`src/rtl/nanosoc_ahb_pkg.sv`:
```
// Shared AHB-Lite encodings and the region-slice state encoding.
package nanosoc_ahb_pkg;

  localparam logic [1:0] HTRANS_IDLE   = 2'b00;
  localparam logic [1:0] HTRANS_BUSY   = 2'b01;
  localparam logic [1:0] HTRANS_NONSEQ = 2'b10;
  localparam logic [1:0] HTRANS_SEQ    = 2'b11;

  localparam logic [2:0] HBURST_SINGLE = 3'b000;

  localparam logic HRESP_OKAY  = 1'b0;
  localparam logic HRESP_ERROR = 1'b1;

  typedef enum logic [2:0] {
    ST_IDLE  = 3'd0,
    ST_ISSUE = 3'd1,
    ST_DATA  = 3'd2,
    ST_DONE  = 3'd3,
    ST_ERR1  = 3'd4,
    ST_ERR2  = 3'd5
  } slice_state_t;

endpackage

```
`src/rtl/nanosoc_ahb_region_slice.sv`:
```
// AHB-Lite register slice in front of a nanosoc region: registers address phase and response,
// converts every transfer to SINGLE/NONSEQ, and replays a two-cycle ERROR upstream.
module nanosoc_ahb_region_slice
  import nanosoc_ahb_pkg::*;
#(
  parameter int SYS_ADDR_W = 32,
  parameter int SYS_DATA_W = 32
) (
  input  logic                  HCLK,
  input  logic                  HRESET,
  input  logic                  HSEL_S,
  input  logic [SYS_ADDR_W-1:0] HADDR_S,
  input  logic [2:0]            HBURST_S,
  input  logic                  HMASTLOCK_S,
  input  logic [3:0]            HPROT_S,
  input  logic [2:0]            HSIZE_S,
  input  logic [1:0]            HTRANS_S,
  input  logic                  HWRITE_S,
  input  logic [SYS_DATA_W-1:0] HWDATA_S,
  input  logic                  HREADY_S,
  output logic [SYS_DATA_W-1:0] HRDATA_S,
  output logic                  HRESP_S,
  output logic                  HREADYOUT_S,
  output logic                  HSEL_M,
  output logic [SYS_ADDR_W-1:0] HADDR_M,
  output logic [2:0]            HBURST_M,
  output logic                  HMASTLOCK_M,
  output logic [3:0]            HPROT_M,
  output logic [2:0]            HSIZE_M,
  output logic [1:0]            HTRANS_M,
  output logic                  HWRITE_M,
  output logic [SYS_DATA_W-1:0] HWDATA_M,
  output logic                  HREADY_M,
  input  logic [SYS_DATA_W-1:0] HRDATA_M,
  input  logic                  HRESP_M,
  input  logic                  HREADYOUT_M
);

  slice_state_t state_q, state_d;

  logic [SYS_ADDR_W-1:0] addr_p0;
  logic [2:0]            size_p0;
  logic [3:0]            prot_p0;
  logic                  write_p0;
  logic                  lock_p0;
  logic [SYS_DATA_W-1:0] wdata_p1;
  logic [SYS_DATA_W-1:0] rdata_p2;

  logic accept;
  logic cap_addr;
  logic cap_wdata;
  logic cap_rdata;

  // Burst type and the NONSEQ/SEQ distinction are deliberately dropped.
  logic unused_inputs;
  assign unused_inputs = ^{HBURST_S, HTRANS_S[0]};

  assign accept = HSEL_S & HREADY_S & HTRANS_S[1];

  always_comb begin
    state_d     = state_q;
    HREADYOUT_S = 1'b1;
    HRESP_S     = HRESP_OKAY;
    HSEL_M      = 1'b0;
    HTRANS_M    = HTRANS_IDLE;
    HREADY_M    = 1'b1;
    cap_addr    = 1'b0;
    cap_wdata   = 1'b0;
    cap_rdata   = 1'b0;
    case (state_q)
      ST_IDLE: begin
        if (accept) begin
          cap_addr = 1'b1;
          state_d  = ST_ISSUE;
        end
      end
      ST_ISSUE: begin
        HREADYOUT_S = 1'b0;
        HSEL_M      = 1'b1;
        HTRANS_M    = HTRANS_NONSEQ;
        cap_wdata   = 1'b1;
        state_d     = ST_DATA;
      end
      ST_DATA: begin
        HREADYOUT_S = 1'b0;
        HREADY_M    = HREADYOUT_M;
        if (HREADYOUT_M) begin
          if (HRESP_M) begin
            state_d = ST_ERR1;
          end else begin
            cap_rdata = 1'b1;
            state_d   = ST_DONE;
          end
        end
      end
      ST_DONE: begin
        cap_addr = accept;
        state_d  = accept ? ST_ISSUE : ST_IDLE;
      end
      ST_ERR1: begin
        HRESP_S     = HRESP_ERROR;
        HREADYOUT_S = 1'b0;
        state_d     = ST_ERR2;
      end
      ST_ERR2: begin
        HRESP_S  = HRESP_ERROR;
        cap_addr = accept;
        state_d  = accept ? ST_ISSUE : ST_IDLE;
      end
      default: state_d = ST_IDLE;
    endcase
  end

  always_ff @(posedge HCLK) begin
    if (HRESET) begin
      state_q <= ST_IDLE;
    end else begin
      state_q <= state_d;
    end
  end

  // p0: upstream address phase
  always_ff @(posedge HCLK) begin
    if (HRESET) begin
      addr_p0  <= '0;
      size_p0  <= '0;
      prot_p0  <= '0;
      write_p0 <= 1'b0;
      lock_p0  <= 1'b0;
    end else if (cap_addr) begin
      addr_p0  <= HADDR_S;
      size_p0  <= HSIZE_S;
      prot_p0  <= HPROT_S;
      write_p0 <= HWRITE_S;
      lock_p0  <= HMASTLOCK_S;
    end
  end

  // p1: upstream write data, valid during ISSUE and held through DATA
  always_ff @(posedge HCLK) begin
    if (HRESET) begin
      wdata_p1 <= '0;
    end else if (cap_wdata) begin
      wdata_p1 <= HWDATA_S;
    end
  end

  // p2: region read data
  always_ff @(posedge HCLK) begin
    if (HRESET) begin
      rdata_p2 <= '0;
    end else if (cap_rdata) begin
      rdata_p2 <= HRDATA_M;
    end
  end

  assign HADDR_M     = addr_p0;
  assign HSIZE_M     = size_p0;
  assign HPROT_M     = prot_p0;
  assign HWRITE_M    = write_p0;
  assign HMASTLOCK_M = lock_p0;
  assign HBURST_M    = HBURST_SINGLE;
  assign HWDATA_M    = wdata_p1;
  assign HRDATA_S    = rdata_p2;

endmodule

```
`config.mk`:
```
export PLATFORM = sky130hd
export DESIGN_NAME = nanosoc_ahb_region_slice
export DESIGN_NICKNAME = d
export VERILOG_FILES = /design/src/rtl/nanosoc_ahb_pkg.sv /design/src/rtl/nanosoc_ahb_region_slice.sv
export SDC_FILE = /design/constraint.sdc
export NUM_CORES = 1
export LEC_CHECK = 0
export BUFFER_PORTS_ARGS = -buffer_cell sky130_fd_sc_hd__buf_2
export CAP_MARGIN = 20
export CORE_AREA = 2 2 135 137
export CTS_CLUSTER_SIZE = 28
export DETAILED_ROUTE_END_ITERATION = 10
export DIE_AREA = 0 0 137 139
export RECOVER_POWER = 25
export SYNTH_ARGS = -nofsm -noshare
export SYNTH_HDL_FRONTEND = slang
export SYNTH_SLANG_ARGS = --single-unit
```
`constraint.sdc`:
```
create_clock -name HCLK -period 3.6 [get_ports HCLK]
set_input_delay 0 -clock HCLK [delete_from_list [all_inputs] [get_ports HCLK]]
set_output_delay 0 -clock HCLK [all_outputs]
set_load 0.005 [all_outputs]
```
==> flow_summary.ini <==
[status]
run_status = complete, no violations

[critical_path]
crit_family = buffers and inverters
worst_path_max_delay_cell = sky130_fd_sc_hd__dfxtp_1
crit_path_cell_trace = or3b_1 -> buf_4 -> clkinv_2 -> buf_2
crit_start = state_q[2]$_SDFFE_PP0P_
rr_startpoint = state_q[0]$_SDFFE_PP0P_
worst-endpoint-required_ns = 3.60
endpoint_kind = output port
buffering_stage_count_on_the_worst_path_with_inverters_included = 3
rr_worst_depth = 4
startpoint_type = register
critical_path_arrival_ns = 2.28
r2r_end = HADDR_M[18]$_SDFFE_PP0P_
crit_path_max_incr_delay_ns = 0.60
reg2reg_slack_ns = 1.44
critical_path_peak_fanout = 34
crit_type = register to output port

[yosys]
post-synth-top-area-fraction_pct = 49.8
ys_warn_count = 0
synth_sequential_area_ratio_pct = 49.8
synth.area.top_cells = sky130_fd_sc_hd__dfxtp_1 (50%), sky130_fd_sc_hd__nand2_1 (13%), sky130_fd_sc_hd__mux2i_1 (9.5%)
netlist_instances = 504
synth_enable_flop_cells = 0
ys_async_sr_fraction_pct = 0
synth_area_per_cell_um2 = 8.61
register_bit_total_from_synthesis = 108
post_synth_num_cell_types = 30
synth.cell_area_um2 = 4340
synth_largest_area_cell = sky130_fd_sc_hd__dfxtp_1
synth-main-ff-cell = sky130_fd_sc_hd__dfxtp_1

[finish]
most-common-layout-cells = sky130_fd_sc_hd__buf_2 (188), sky130_fd_sc_hd__nand2_1 (149), sky130_fd_sc_hd__dfxtp_1 (108)
area_growth_syn_to_layout_pct = 57.2
final_layout_size_suffix_gt1_share_pct = 26.8
layout_net_count = 920
n_fill_cell = 1760
seqCellArea_um2 = 2160
multi_input_comb_area_um2 = 1870
final_common_cell = sky130_fd_sc_hd__buf_2
finalCoreUtilization_pct = 38.6
layoutNonFillerInstCount = 1038
n_antenna_cell = 0

[timing]
rsz0062_at_grt = no
hold_ws_ns = 0.0219
period_needed_ns = 2.28
relSlewSlack_pct = 32.1
fmax_ghz = 0.439
setup_violations = 0
finalHoldViolCount = 0
setup-tns-final_ns = 0
drv_slew = 0
worst_margin_slew_ns = 1.02
clock-skew-final_ns = 0.00532
min_period_over_period_pct = 63.3

[global_routing]
globalRouteTotalUtil_pct = 13.5
grt_overflow_total = 0
antenna_found_initial = 2
grt_first_pass_wirelength_um = 20700
pin_count_of_the_biggest_net_entering_global_routing = 67
vias_in_the_first_global_route = 4213

[route]
first_iter_violations = 166
drt-total-wl_um = 13500
drt.antenna.violating_nets = 0
first_pass_iters = 4
dr_total_vias = 4513
avgRoutedWirePerCell_um = 13.0
vias_per_cell = 4.35
detail_route.drc_violations = 0

[floorplanning]
io_pins = 230
initial_core_util_pct = 24.6
fp-row-count = 49
core_um2 = 17700
die_width_um = 137
die_y_um = 139
die_area_um2 = 19000

[clocking]
cts_tree = yes
clk_root_buffer_cell = sky130_fd_sc_hd__clkbuf_16
cts_inserted_buffers = 9
cts_resized = 0
cts_htree_levels = 3
clk_pin_slew_worst_paths_ns = 0.07
buffer_levels_on_the_longest_clock_path = 2
clk_lat_worst_skew_ns = 0.35
clock_sinks = 108

[flow_run]
maxCapViolCount = 0

[min_path]
min-delay-path-class = input pin to register
hold_end = state_q[2]$_SDFFE_PP0P_
hold_path.startpoint = HRESP_M
holdPathStages = 3

[pwr]
power_mw = 2.61
power_density_nw_per_um2 = 382
max-vdd-ir-drop_v = 0.000205
p_leak_nw = 2.92

[place]
dpl.hpwl_um = 8070
globalplace.congestion = 0.723
io_buffers = 221
place_inst = 917
-- flip-flops by register name, indices dropped and copies added, names as in the netlist --
register     cells
state_q          3
HMASTLOCK_M      1
HSIZE_M          3
HPROT_M          4
HADDR_M         32
HWRITE_M         1
HWDATA_M        32
HRDATA_S        32
-- cells by family (layout without fill, tap and decap cells) --
| kind of cell | after synthesis | in the layout | synth area share [%] |
|---|---|---|---|
| xor+xnor | 1 | 1 | 0.202 |
| other cells | 1 | 4 | 0.0864 |
| mux | 41 | 41 | 9.46 |
| simple gates | 198 | 198 | 20.3 |
| buf+inv | 50 | 352 | 7.38 |
| compound gates | 105 | 105 | 12.7 |
| flops | 108 | 108 | 49.8 |
-- worst max-delay path by stage --
stage	end	slack, ns	cells past startpoint
floorplan	HADDR_M[0]$_SDFFE_PP0P_	2.24	5
global placement	HADDR_M[18]$_SDFFE_PP0P_	1.43	4
detailed placement	HADDR_M[18]$_SDFFE_PP0P_	1.42	4
CTS	HTRANS_M[1]	1.26	4
global route	HTRANS_M[1]	1.11	4
finish	HTRANS_M[1]	1.32	4
-- area by class of cell --
type | count | area share [%]
clock buffers | 13 | 3.82
clock inverters | 3 | 0.660
repair buffers | 334 | 32.1
flip-flops and latches | 108 | 31.7
well taps | 229 | 4.20
multi-input cells | 349 | 27.4
inverters | 2 | 0.128
-- worst min-delay path, stage by stage --
cell and delay (ns):
sky130_fd_sc_hd__buf_2 0.13, sky130_fd_sc_hd__a31oi_1 0.13, sky130_fd_sc_hd__nor3_1 0.05
-- Yosys cell counts, types with 2 or more instances --
master,count
sky130_fd_sc_hd__nand2_1,149
sky130_fd_sc_hd__dfxtp_1,108
sky130_fd_sc_hd__a21oi_1,65
sky130_fd_sc_hd__mux2i_1,41
sky130_fd_sc_hd__nand3_1,32
sky130_fd_sc_hd__clkbuf_1,29
sky130_fd_sc_hd__o21ai_0,26
sky130_fd_sc_hd__buf_4,9
sky130_fd_sc_hd__o21ai_1,9
sky130_fd_sc_hd__buf_12,4
sky130_fd_sc_hd__buf_6,4
sky130_fd_sc_hd__nor2b_1,4
sky130_fd_sc_hd__nand2b_1,3
sky130_fd_sc_hd__and3_1,2
sky130_fd_sc_hd__buf_2,2
sky130_fd_sc_hd__nand4b_4,2
sky130_fd_sc_hd__or3b_1,2
-- metal layers --
layer  GRT usage (%)  wire length, um  vias up
met2            22.3             6100      199
li1                -                -     2275
met5               0               30        -
met4            5.70              279        4
met3            4.82             1280       25
met1            15.8             5840     2010
-- per-stage QoR --
| stage | instance area [um^2] | setup slack [ns] |
|---|---|---|
| floorplan | 4350 | 2.24 |
| global placement | 5510 | 1.43 |
| detailed placement | 5510 | 1.42 |
| CTS | 6860 | 1.26 |
| global route | 6820 | 1.11 |
| finish | 6820 | 1.32 |
-- where the power goes --
part / switching (mW) / internal, mW
registers: 0.0195 / 1.23
logic: 0.157 / 0.183
clock network: 0.440 / 0.579
-- timing repair --
| item | in CTS | in global routing |
|---|---|---|
| endpoints found under the hold margin | 105 | 0 |
| hold buffers | 105 | 0 |
| buffers inserted | 0 | 0 |
Power figures use the tool's default switching activity.
